==> src/rtl/pulse_issue_queue.sv <==
// rtl/pulse_issue_queue.sv - decodes quantum pulse/barrier instructions into per-channel issue FIFOs
// Barriers stall decode until every channel queue has drained.
module pulse_issue_queue #(
   parameter int         NUM_CH  = 4,
   parameter int         DEPTH   = 4,
   parameter logic [6:0] QOPCODE = 7'b0001011
) (
   input  logic                  clk,
   input  logic                  reset,
   input  logic [31:0]           in_instr,
   input  logic                  in_valid,
   output logic                  in_ready,
   output logic [32*NUM_CH-1:0]  out_instr,
   output logic [NUM_CH-1:0]     out_valid,
   input  logic [NUM_CH-1:0]     out_ready,
   output logic                  drain_busy,
   output logic                  err_bad_ch,
   output logic [15:0]           issued_cnt
);

   localparam int PW = $clog2(DEPTH);
   localparam int CW = PW + 1;

   typedef enum logic {S_IDLE, S_DRAIN} state_t;

   state_t              r_state;
   state_t              w_state_nxt;
   logic [4:0]          w_ch;
   logic                w_is_pulse;
   logic                w_is_barrier;
   logic                w_ch_ok;
   logic                w_sel_full;
   logic                w_all_empty;
   logic                w_push_en;
   logic                w_bad_hs;
   logic [NUM_CH-1:0]   w_full;
   logic [NUM_CH-1:0]   w_pop;
   logic [15:0]         w_pop_n;

   assign w_ch         = in_instr[19:15];
   assign w_is_pulse   = (in_instr[6:0] == QOPCODE) && (in_instr[14:12] == 3'b000);
   assign w_is_barrier = (in_instr[6:0] == QOPCODE) && (in_instr[14:12] == 3'b001);
   assign w_ch_ok      = 32'(w_ch) < NUM_CH;
   assign w_all_empty  = ~|out_valid;
   assign w_pop        = out_valid & out_ready;
   assign drain_busy   = (r_state == S_DRAIN);

   always_comb begin
      w_sel_full = 1'b0;
      for (int c = 0; c < NUM_CH; c++) begin
         if (w_ch == 5'(c)) w_sel_full = w_full[c];
      end
   end

   always_comb begin
      w_pop_n = '0;
      for (int c = 0; c < NUM_CH; c++) begin
         w_pop_n = w_pop_n + 16'(w_pop[c]);
      end
   end

   // Readiness uses registered counts only, so a full channel stays stalled even while popping.
   always_comb begin
      w_state_nxt = r_state;
      in_ready    = 1'b0;
      w_push_en   = 1'b0;
      w_bad_hs    = 1'b0;
      case (r_state)
         S_IDLE: begin
            if (w_is_pulse) begin
               if (w_ch_ok) begin
                  in_ready  = !w_sel_full;
                  w_push_en = in_valid && !w_sel_full;
               end else begin
                  in_ready = 1'b1;
                  w_bad_hs = in_valid;
               end
            end else if (w_is_barrier) begin
               in_ready = w_all_empty;
               if (in_valid && !w_all_empty) w_state_nxt = S_DRAIN;
            end else begin
               in_ready = 1'b1;
            end
         end
         S_DRAIN: begin
            if (w_all_empty) begin
               in_ready    = in_valid;
               w_state_nxt = S_IDLE;
            end
         end
      endcase
   end

   always_ff @(posedge clk or posedge reset) begin
      if (reset) begin
         r_state    <= S_IDLE;
         err_bad_ch <= 1'b0;
         issued_cnt <= '0;
      end else begin
         r_state    <= w_state_nxt;
         issued_cnt <= issued_cnt + w_pop_n;
         if (w_bad_hs) err_bad_ch <= 1'b1;
      end
   end

   for (genvar c = 0; c < NUM_CH; c++) begin : g_ch
      logic [PW-1:0] r_wr_ptr;
      logic [PW-1:0] r_rd_ptr;
      logic [CW-1:0] r_count;
      logic [31:0]   r_mem [DEPTH];
      logic          w_push;

      assign w_push                 = w_push_en && (w_ch == 5'(c));
      assign w_full[c]              = (r_count == CW'(DEPTH));
      assign out_valid[c]           = (r_count != '0);
      assign out_instr[32*c +: 32]  = out_valid[c] ? r_mem[r_rd_ptr] : 32'h0;

      always_ff @(posedge clk or posedge reset) begin
         if (reset) begin
            r_wr_ptr <= '0;
            r_rd_ptr <= '0;
            r_count  <= '0;
         end else begin
            if (w_push)   r_wr_ptr <= r_wr_ptr + PW'(1);
            if (w_pop[c]) r_rd_ptr <= r_rd_ptr + PW'(1);
            case ({w_push, w_pop[c]})
               2'b10:   r_count <= r_count + CW'(1);
               2'b01:   r_count <= r_count - CW'(1);
               default: r_count <= r_count;
            endcase
         end
      end

      always_ff @(posedge clk) begin
         if (w_push) r_mem[r_wr_ptr] <= in_instr;
      end
   end

endmodule

==> config.mk <==
export PLATFORM = sky130hd
export DESIGN_NAME = pulse_issue_queue
export DESIGN_NICKNAME = d
export VERILOG_FILES = /design/src/rtl/pulse_issue_queue.sv
export SDC_FILE = /design/constraint.sdc
export NUM_CORES = 1
export LEC_CHECK = 0
export ABC_AREA = 1
export BUFFER_PORTS_ARGS = -buffer_cell sky130_fd_sc_hd__buf_2
export CAP_MARGIN = 25
export CELL_PAD_IN_SITES_DETAIL_PLACEMENT = 1
export CELL_PAD_IN_SITES_GLOBAL_PLACEMENT = 1
export CORE_MARGIN = 2
export CORE_UTILIZATION = 52
export CTS_BUF_LIST = sky130_fd_sc_hd__clkbuf_16
export CTS_CLUSTER_DIAMETER = 60
export DETAILED_ROUTE_END_ITERATION = 8
export PLACE_DENSITY = 0.92
export SLEW_MARGIN = 25
export SYNTH_ARGS = -nofsm -noshare
export SYNTH_HDL_FRONTEND = slang
export SYNTH_SLANG_ARGS = --single-unit
==> constraint.sdc <==
create_clock -name clk -period 9.1 [get_ports clk]
set_input_delay 0.91 -clock clk [delete_from_list [all_inputs] [get_ports clk]]
set_output_delay 0.91 -clock clk [all_outputs]
set_load 0.1 [all_outputs]
==> results of run 1 <==
==> cell usage in the layout (no fill, tap or decap), types with 2 or more instances in the layout <==
| cell type | synthesis | routed |
|---|---|---|
| nand3_4 | 2 | 2 |
| o21ai_1 | 40 | 40 |
| dfrtp_2 | 0 | 5 |
| clkinv_2 | 0 | 23 |
| xnor2_1 | 14 | 14 |
| edfxtp_1 | 512 | 512 |
| nor3_4 | 0 | 4 |
| nor3_1 | 5 | 5 |
| clkinvlp_4 | 0 | 3 |
| ha_1 | 21 | 21 |
| inv_1 | 68 | 77 |
| nand4_1 | 12 | 12 |
| clkinv_1 | 0 | 10 |
| a21oi_1 | 134 | 134 |
| fa_1 | 7 | 7 |
| nand3_1 | 10 | 10 |
| dfrtp_1 | 46 | 41 |
| xor2_1 | 16 | 16 |
| nand2_1 | 50 | 50 |
| buf_4 | 0 | 30 |
| o21ai_0 | 225 | 225 |
| nor2_1 | 550 | 534 |
| buf_2 | 24 | 189 |
| clkbuf_16 | 0 | 57 |
| nor2_2 | 1 | 17 |
| inv_6 | 0 | 3 |
| bufinv_16 | 0 | 4 |
==> final cells by class <==
cell class / count / area (um2)
diodes: 1 / 2.50
clock buffers: 57 / 1430
multi-input cells: 1096 / 5250
clock inverters: 49 / 338
flip-flops and latches: 558 / 16500
well taps: 546 / 683
inverters: 72 / 277
repair buffers: 219 / 1170
fillers: 4284 / 17100
==> kinds of logic (layout without fill, tap and decap cells) <==
family / after synthesis / in the layout / share of synthesized area, %
xor gates and xnor gates: 30 / 30 / 1.17
other: 0 / 1 / 0
DFF: 558 / 558 / 73.8
AOI/OAI and AO/OA: 401 / 401 / 8.99
adders and majority gates: 28 / 28 / 1.80
buffers and inverters: 166 / 397 / 3.00
and+or+nand+nor: 637 / 637 / 11.2
==> synth_stat cells, types with 2 or more instances <==
cell,number
edfxtp_1,512
clkbuf_1,56
xnor2_1,14
nor3_2,4
buf_1,12
dfrtp_1,46
ha_1,21
xor2_1,16
nand3_1,10
nand4_1,12
inv_1,68
a21oi_1,134
o21ai_1,40
buf_2,24
fa_1,7
inv_2,4
o21ai_0,225
nor3_1,5
nor2_1,550
nand2_1,50
nand3_4,2
==> per-stage QoR <==
step                utilization [%]  setup slack [ns]  hold slack [ns]  instances  instance area (um2)
floorplan                         -              5.36            0.486       1820                22400
global placement               55.9              4.88            0.452       2491                23900
detailed placement             55.9              4.59            0.470       2491                23900
CTS                            60.0              4.94            0.485       2597                25700
global route                   60.0              4.79            0.499       2597                25700
finish                         60.0              4.90            0.445       2598                25700
==> worst paths after layout <==
check | to | slack, ns | cells past startpoint
max reg2reg | issued_cnt[12] | 5.06 | 12
min reg2reg | issued_cnt[15] | 0.48 | 1
max in group asynchronous | g_ch[3].r_rd_ptr[0] | 8.05 | 2
min | issued_cnt[9] | 0.44 | 2
max | out_instr[19] | 4.90 | 5
min in group clk | issued_cnt[15] | 0.48 | 1
==> metal layers <==
metal,part of all wire [%],vias up
met4,5.0,0
met2,51,992
met5,0,-
met3,7.9,257
met1,36,8016
li1,-,6715
==> flip-flops by register name, indices dropped and copies added (netlist names) <==
name,count
g_ch.r_wr_ptr,8
drain_busy,1
err_bad_ch,1
g_ch.r_count,12
issued_cnt,16
g_ch.r_rd_ptr,8
g_ch.r_mem,512
==> critical path, cell delays in order, from the launching register on <==
cell,delay (ns)
dfrtp_2,0.85
inv_2,0.52
nor2_1,0.22
o21ai_0,0.12
a21oi_1,0.44
buf_2,0.52
==> impl_metrics.py, run 1 <==
metrics = {
    "yosys": {
        "synth_area_per_cell_um2": 12.3,
        "synth_area_leader_cell": "edfxtp_1",
        "synthArstFlopShare_pct": 8.24,
        "synthFlopType": "edfxtp_1",
        "synth_fp_nets": 1887,
        "synth_edf_count": 512,
        "synth_top_area_share_pct": 68.7,
        "yosysUniqueCellTypes": 29,
        "synth_seq_area_share_pct": 73.8,
        "synth-seq-cells": 558,
        "netlist_area_um2": 22400,
        "yosys-top-cells-area": "edfxtp_1 69%, nor2_1 9.2%, dfrtp_1 5.1%",
        "yosys_warnings": 0,
        "synthCells": 1820,
    },
    "critical_path": {
        "end_kind": "primary output",
        "critical_path_class": "register to primary output",
        "critical_path_required_ns": 8.19,
        "cp-start-kind": "register",
        "r2r_start": "g_ch[2].r_count[0]",
        "path_max_fanout": 33,
        "cp.arrival_ns": 3.29,
        "crit_start": "g_ch[0].r_rd_ptr[1]",
    },
    "routing": {
        "viasPerCell": 6.15,
        "wl_um": 72000,
        "drc": 0,
        "avgRoutedWirePerCell_um": 27.7,
        "drt_pass1_iterations": 5,
        "drtIter0Drc": 1684,
        "ant_nets": 0,
        "num_vias": 16000,
    },
    "global_route": {
        "antenna_found_initial": 2,
        "grt-ovfl-total": 0,
        "met3_usage_pct": 5.83,
        "grt_max_degree": 67,
        "met2_usage_pct": 56.4,
        "grt_use_total_pct": 32.4,
        "grt_pass1_vias": 17100,
        "busiest_layer": "met2",
        "grt_first_pass_wirelength_um": 107000,
        "met1_usage_pct": 39.2,
    },
    "sta": {
        "max_freq_mhz": 238,
        "setup_viol": 0,
        "max_slew_margin_pct": 39.9,
        "grt_setup_unrepaired": "no",
        "timing.final.crit_share_pct": 46.2,
        "slew_violations": 0,
        "setup_tns_ns": 0,
        "tightest_slew_ns": 0.901,
        "min_period_ns": 4.20,
        "fin_skew_ns": 0.0311,
        "final_hold_viol_count": 0,
    },
    "cts": {
        "root_buffer": "clkbuf_16",
        "cts.sinks": 558,
        "clock_path_buffers": 3,
        "cts-htree-levels": 2,
        "post_cts_buffers": 0,
        "ctsHoldBuffers": 0,
        "cts_tree": "built",
        "path_clk_slew_ns": 0.06,
        "cts_resized": 0,
        "worstSkewPairLatency_ns": 0.62,
        "numCtsBuffers": 56,
    },
    "placed_design": {
        "place_congestion": 0.802,
        "hpwl_um": 41000,
        "port_buffers": 189,
    },
    "floorplan": {
        "ios": 190,
        "rows": 76,
        "initial_core_util_pct": 52.3,
        "die-area_um2": 44700,
        "coreArea_um2": 42800,
        "die_h_um": 211,
        "die_width_um": 211,
    },
    "finish": {
        "synthToLayoutAreaGrowth_pct": 14.7,
        "drive_gt1_share_pct": 16.6,
        "nNetsFinal": 2070,
    },
    "flow_run": {
        "cap_viol_max_count": 0,
    },
    "outcome": {
        "outcome": "complete, no violations",
    },
    "min_path": {
        "hold_class": "input pin to async pin",
    },
}
Power of run 1 is not shown: default switching activity piles up to over one toggle a cycle in this logic, so the estimate is an artifact.
==> run 2, diff against run 1 <==
- ABC_AREA: 1 -> 0
- CORE_UTILIZATION: 52 -> 47
- PLACE_DENSITY: 0.92 -> 0.84
- clock period: 9.1 -> 3.8 ns (I/O delays scaled with it)
==> run 2 against run 1 <==
Synthesized cell count down 42%. Core utilization down 4.7 points. Via count is 31% lower. Clock-buffer cell count shrank 1. Die area rose by 8.5%. Wire length fell by 24%. Non-clock buffer count is 1 lower. Worst setup slack got worse by 4.5 ns.
==> impl_metrics.py, run 2 <==
metrics = {
    "routing": {
        "drt_pass1_iterations": 6,
        "viasPerCell": 5.70,
        "met2_length_um": 27200,
        "drc": 0,
        "wl_met3_um": 4280,
        "wl_um": 55000,
        "ant_nets": 0,
        "num_vias": 11100,
        "drtIter0Drc": 1100,
        "wl_met1_um": 21900,
        "avgRoutedWirePerCell_um": 28.4,
        "highest_layer": "met4",
    },
    "finish": {
        "largest_register": "g_ch.r_mem",
        "mostFrequentLayoutCell": "edfxtp_1",
        "reg_top3": "g_ch.r_mem (512), issued_cnt (16), g_ch.r_count (12)",
        "drive_gt1_share_pct": 34.4,
        "fin_area_um2": 25600,
        "largest_register_ffs": 512,
        "diodes": 0,
        "synthToLayoutAreaGrowth_pct": 16.6,
        "final_cell_mix": "512 x edfxtp_1, 189 x buf_2, 128 x mux4_2, 128 x and2_1, 56 x clkbuf_16",
        "nNetsFinal": 1357,
    },
    "placed_design": {
        "port_buffers": 189,
        "dpl_cell_area_um2": 23900,
        "place_congestion": 0.755,
        "hpwl_um": 33700,
    },
    "cts": {
        "cts_resized": 0,
        "cts_tree": "built",
        "path_clk_slew_ns": 0.06,
        "worstSkewPairLatency_ns": 0.62,
        "ctsHoldBuffers": 1,
        "cts-htree-levels": 2,
        "clock_path_buffers": 3,
        "numCtsBuffers": 56,
        "post_cts_buffers": 0,
        "cts.sinks": 558,
        "root_buffer": "clkbuf_16",
    },
    "global_route": {
        "grt_first_pass_wirelength_um": 79900,
        "grt_use_total_pct": 23.2,
        "grt-ovfl-total": 0,
        "grt_pass1_vias": 11800,
        "grt_max_degree": 47,
        "antenna_found_initial": 1,
    },
    "floorplan": {
        "die_h_um": 220,
        "initial_core_util_pct": 47.4,
        "coreArea_um2": 46400,
        "die-area_um2": 48500,
        "die_width_um": 220,
        "rows": 79,
        "ios": 190,
    },
    "sta": {
        "hold_ws_ns": 0.0898,
        "fin_skew_ns": 0.0152,
        "setup_viol": 0,
        "min_period_ns": 3.42,
        "grt_setup_unrepaired": "no",
        "slew_violations": 0,
        "max_slew_margin_pct": 30.9,
        "max_freq_mhz": 293,
        "setup_tns_ns": 0,
        "tightest_slew_ns": 1.04,
        "final_hold_viol_count": 0,
        "timing.final.crit_share_pct": 89.9,
    },
    "yosys": {
        "synth_fa_ha_area_share_pct": 1.83,
        "synth_fp_nets": 1130,
        "synth_top_family_by_area": "multiplexers",
        "synth_edf_count": 512,
        "muxShareOfSynthArea_pct": 13.6,
        "yosys-top-cells-area": "edfxtp_1 70%, mux4_2 13%, dfrtp_1 5.2%",
        "synth_top_area_share_pct": 69.9,
        "synthArstFlopShare_pct": 8.24,
        "synth_area_leader_cell": "edfxtp_1",
        "yosys-top-cells-count": "512 x edfxtp_1, 140 x and2_1, 128 x mux4_2",
        "synthCells": 1063,
        "yosysUniqueCellTypes": 47,
        "synth-compound-area-share_pct": 0.319,
        "netlist_area_um2": 22000,
        "synth-seq-cells": 558,
        "synth_area_per_cell_um2": 20.7,
        "synth.most_common_cell": "edfxtp_1",
        "synth-xor-area-share_pct": 1.51,
        "synthFlopType": "edfxtp_1",
        "synth_simple_gate_area_share_pct": 6.08,
        "synth_seq_area_share_pct": 75.1,
        "yosys_warnings": 0,
    },
    "critical_path": {
        "cp.arrival_ns": 3.04,
        "end_kind": "primary output",
        "critical_path_class": "register to primary output",
        "path_max_fanout": 35,
        "cp-start-kind": "register",
        "critical_path_required_ns": 3.42,
    },
    "flow_run": {
        "cap_viol_max_count": 0,
    },
    "min_path": {
        "hold_class": "input pin to register",
    },
    "outcome": {
        "outcome": "complete, no violations",
    },
}
==> run 2: metrics by stage <==
step / util (%) / std cells / setup WS (ns)
floorplan: - / 1063 / 0.380
global placement: 51.6 / 1838 / 0.538
detailed placement: 51.6 / 1838 / 0.413
CTS: 55.3 / 1940 / 0.409
global route: 55.3 / 1940 / 0.217
finish: 55.3 / 1940 / 0.384
==> run 2: critical path, stage by stage (launching register included) <==
cell     delay, ns
dfrtp_1       0.42
or3_1         0.41
buf_4         0.29
nor4_1        0.49
o21ai_1       0.15
a31oi_1       0.15
buf_2         0.49
==> run 2: path summary, 6_finish.rpt <==
| path | endpoint | from | slack, ns | depth (start not counted) |
|---|---|---|---|---|
| min | g_ch[2].r_mem[2][6] | in_instr[6] | 0.09 | 1 |
| max reg2reg | issued_cnt[12] | g_ch[0].r_count[0] | 0.45 | 9 |
| max | in_ready | g_ch[3].r_count[0] | 0.38 | 6 |
| min in group asynchronous | issued_cnt[15] | reset | 0.47 | 4 |
| min reg2reg | issued_cnt[15] | issued_cnt[15] | 0.47 | 1 |
| max in group asynchronous | g_ch[3].r_rd_ptr[0] | reset | 2.86 | 4 |
==> run 2: cells by family after synthesis <==
group | count (synthesis)
XOR/XNOR | 38
buffers and inverters | 84
multiplexers | 137
AND/OR/NAND/NOR | 209
AO/OA/AOI/OAI | 9
flip-flops | 558
adder cells (fa/ha/maj) | 28
==> run 2: final cells by class <==
type,count,area [um2]
Multi-Input combinational cell,421,5150
Clock inverter,45,329
Tap cell,607,759
Clock buffer,56,1400
Timing Repair Buffer,218,1340
Sequential cell,558,16500
Fill cell,4096,20700
Inverter,35,131
==> run 2: routing by layer <==
layer | GRT usage [%] | up-vias
li1 | - | 4613
met1 | 31.1 | 5842
met2 | 38.1 | 514
met3 | 4.66 | 93
met4 | 8.41 | 0
met5 | 0 | -
Power of run 2 is left out for the same reason.
==> run 3, diff against run 2 <==
- BUFFER_PORTS_ARGS: -buffer_cell sky130_fd_sc_hd__buf_2 -> -buffer_cell sky130_fd_sc_hd__buf_4
==> run 3 against run 2 <==
Wire length increased by 0.12%. Register-to-register slack got worse by 0.08 ns. First-iteration DRC count increased by 1.1%. Largest cell class unchanged. Critical path type is now register to register. Core utilization increased by 1.2 points. Die area unchanged. Hold slack improved by 0.0046 ns. Flip-flop and latch count unchanged. Maximum frequency decreased by 0.53%.
==> impl_metrics.py, run 3 (synthesis results as in run 2) <==
metrics = {
    "outcome": {
        "outcome": "complete, no violations",
    },
    "sta": {
        "min_period_ns": 3.43,
        "fin_skew_ns": 0.0149,
        "setup_tns_ns": 0,
        "setup_viol": 0,
        "tightest_slew_ns": 1.05,
        "final_hold_viol_count": 0,
        "max_slew_margin_pct": 30.3,
        "max_freq_mhz": 291,
        "timing.final.crit_share_pct": 90.4,
        "slew_violations": 0,
        "grt_setup_unrepaired": "no",
    },
    "finish": {
        "largest_register_ffs": 512,
        "mostFrequentLayoutCell": "edfxtp_1",
        "diodes": 0,
        "nNetsFinal": 1355,
        "fillers": 4040,
        "final_cell_mix": "512 x edfxtp_1, 198 x buf_4, 128 x mux4_2, 128 x and2_1, 54 x clkbuf_16",
        "fin_cells": 1937,
        "drive_gt1_share_pct": 34.1,
        "largest_register": "g_ch.r_mem",
        "synthToLayoutAreaGrowth_pct": 19.1,
        "reg_top3": "g_ch.r_mem (512), issued_cnt (16), g_ch.r_count (12)",
    },
    "cts": {
        "path_clk_slew_ns": 0.06,
        "clock_path_buffers": 3,
        "root_buffer": "clkbuf_16",
        "cts_tree": "built",
        "cts-htree-levels": 2,
        "worstSkewPairLatency_ns": 0.62,
        "post_cts_buffers": 0,
        "cts.sinks": 558,
        "numCtsBuffers": 54,
    },
    "critical_path": {
        "cp.arrival_ns": 3.93,
        "critical_path_required_ns": 4.30,
        "cp-start-kind": "register",
        "path_max_fanout": 4,
        "critical_path_class": "register to register",
        "end_kind": "register",
    },
    "global_route": {
        "grt_use_total_pct": 23.3,
        "grt_max_degree": 36,
        "grt_first_pass_wirelength_um": 80600,
        "grt-ovfl-total": 0,
        "grt_pass1_vias": 12100,
        "antenna_found_initial": 1,
    },
    "floorplan": {
        "rows": 79,
        "die-area_um2": 48500,
        "coreArea_um2": 46400,
        "initial_core_util_pct": 47.4,
        "die_h_um": 220,
        "ios": 190,
        "die_width_um": 220,
    },
    "placed_design": {
        "dp.cells": 1838,
        "hpwl_um": 34300,
        "port_buffers": 189,
        "place_congestion": 0.760,
    },
    "min_path": {
        "hold_class": "input pin to register",
    },
    "routing": {
        "num_vias": 11100,
        "drtIter0Drc": 1112,
        "drt_pass1_iterations": 5,
        "viasPerCell": 5.71,
        "avgRoutedWirePerCell_um": 28.4,
        "ant_nets": 0,
        "drc": 0,
        "wl_um": 55100,
    },
    "flow_run": {
        "cap_viol_max_count": 0,
    },
}
[run 3: worst paths after layout]
check                                    from                    to  depth (start not counted)  slack, ns
min in group asynchronous               reset        issued_cnt[13]                          3       0.29
max reg2reg                g_ch[2].r_count[0]        issued_cnt[12]                          9       0.37
max in group asynchronous               reset   g_ch[1].r_rd_ptr[0]                          5       2.72
min reg2reg                    issued_cnt[15]        issued_cnt[15]                          1       0.48
min                              in_instr[10]  g_ch[1].r_mem[1][10]                          1       0.09
max                        g_ch[2].r_count[0]        issued_cnt[12]                          9       0.37
[run 3: stage by stage]
stage	hold slack [ns]	cell area [um2]	worst slack [ns]	utilization, %
floorplan	0.447	22000	0.380	-
global placement	0.448	24400	0.457	52.7
detailed placement	0.377	24400	0.356	52.7
CTS	0.0703	26200	0.335	56.5
global route	0.0830	26200	0.215	56.5
finish	0.0944	26200	0.366	56.5
[run 3: final cells by class]
| class | instances | area, um2 | share of cell area [%] |
|---|---|---|---|
| clock inverters | 44 | 374 | 1.43 |
| repair buffers | 218 | 1880 | 7.20 |
| clock buffers | 54 | 1350 | 5.16 |
| multi-input cells | 421 | 5150 | 19.7 |
| flip-flops and latches | 558 | 16500 | 63.2 |
| inverters | 35 | 131 | 0.502 |
| well taps | 607 | 759 | 2.90 |
[run 3: critical path: stages (launching register included)]
cell	delay (ns)
dfrtp_1	0.42
or3_2	0.51
nand2_1	0.17
fa_1	0.45
fa_1	0.43
fa_1	0.45
nand3b_1	0.26
nor3_1	0.34
nand3_1	0.15
xnor2_1	0.14
[run 3: routing by layer]
layer	routed length, um	vias to the layer above	track usage [%]	part of all wire [%]
met1	22000	5903	31.1	40
li1	-	4612	-	-
met4	1630	0	7.23	2.9
met2	27900	432	39.5	51
met5	0	-	0	0
met3	3590	108	4.18	6.5
[run 3: what timing repair did]
item                                   in CTS  in global routing
hold buffers                                1                  0
gates resized for setup                     0                  0
endpoints found under the hold margin      11                  0
Power of run 3 is left out for the same reason.
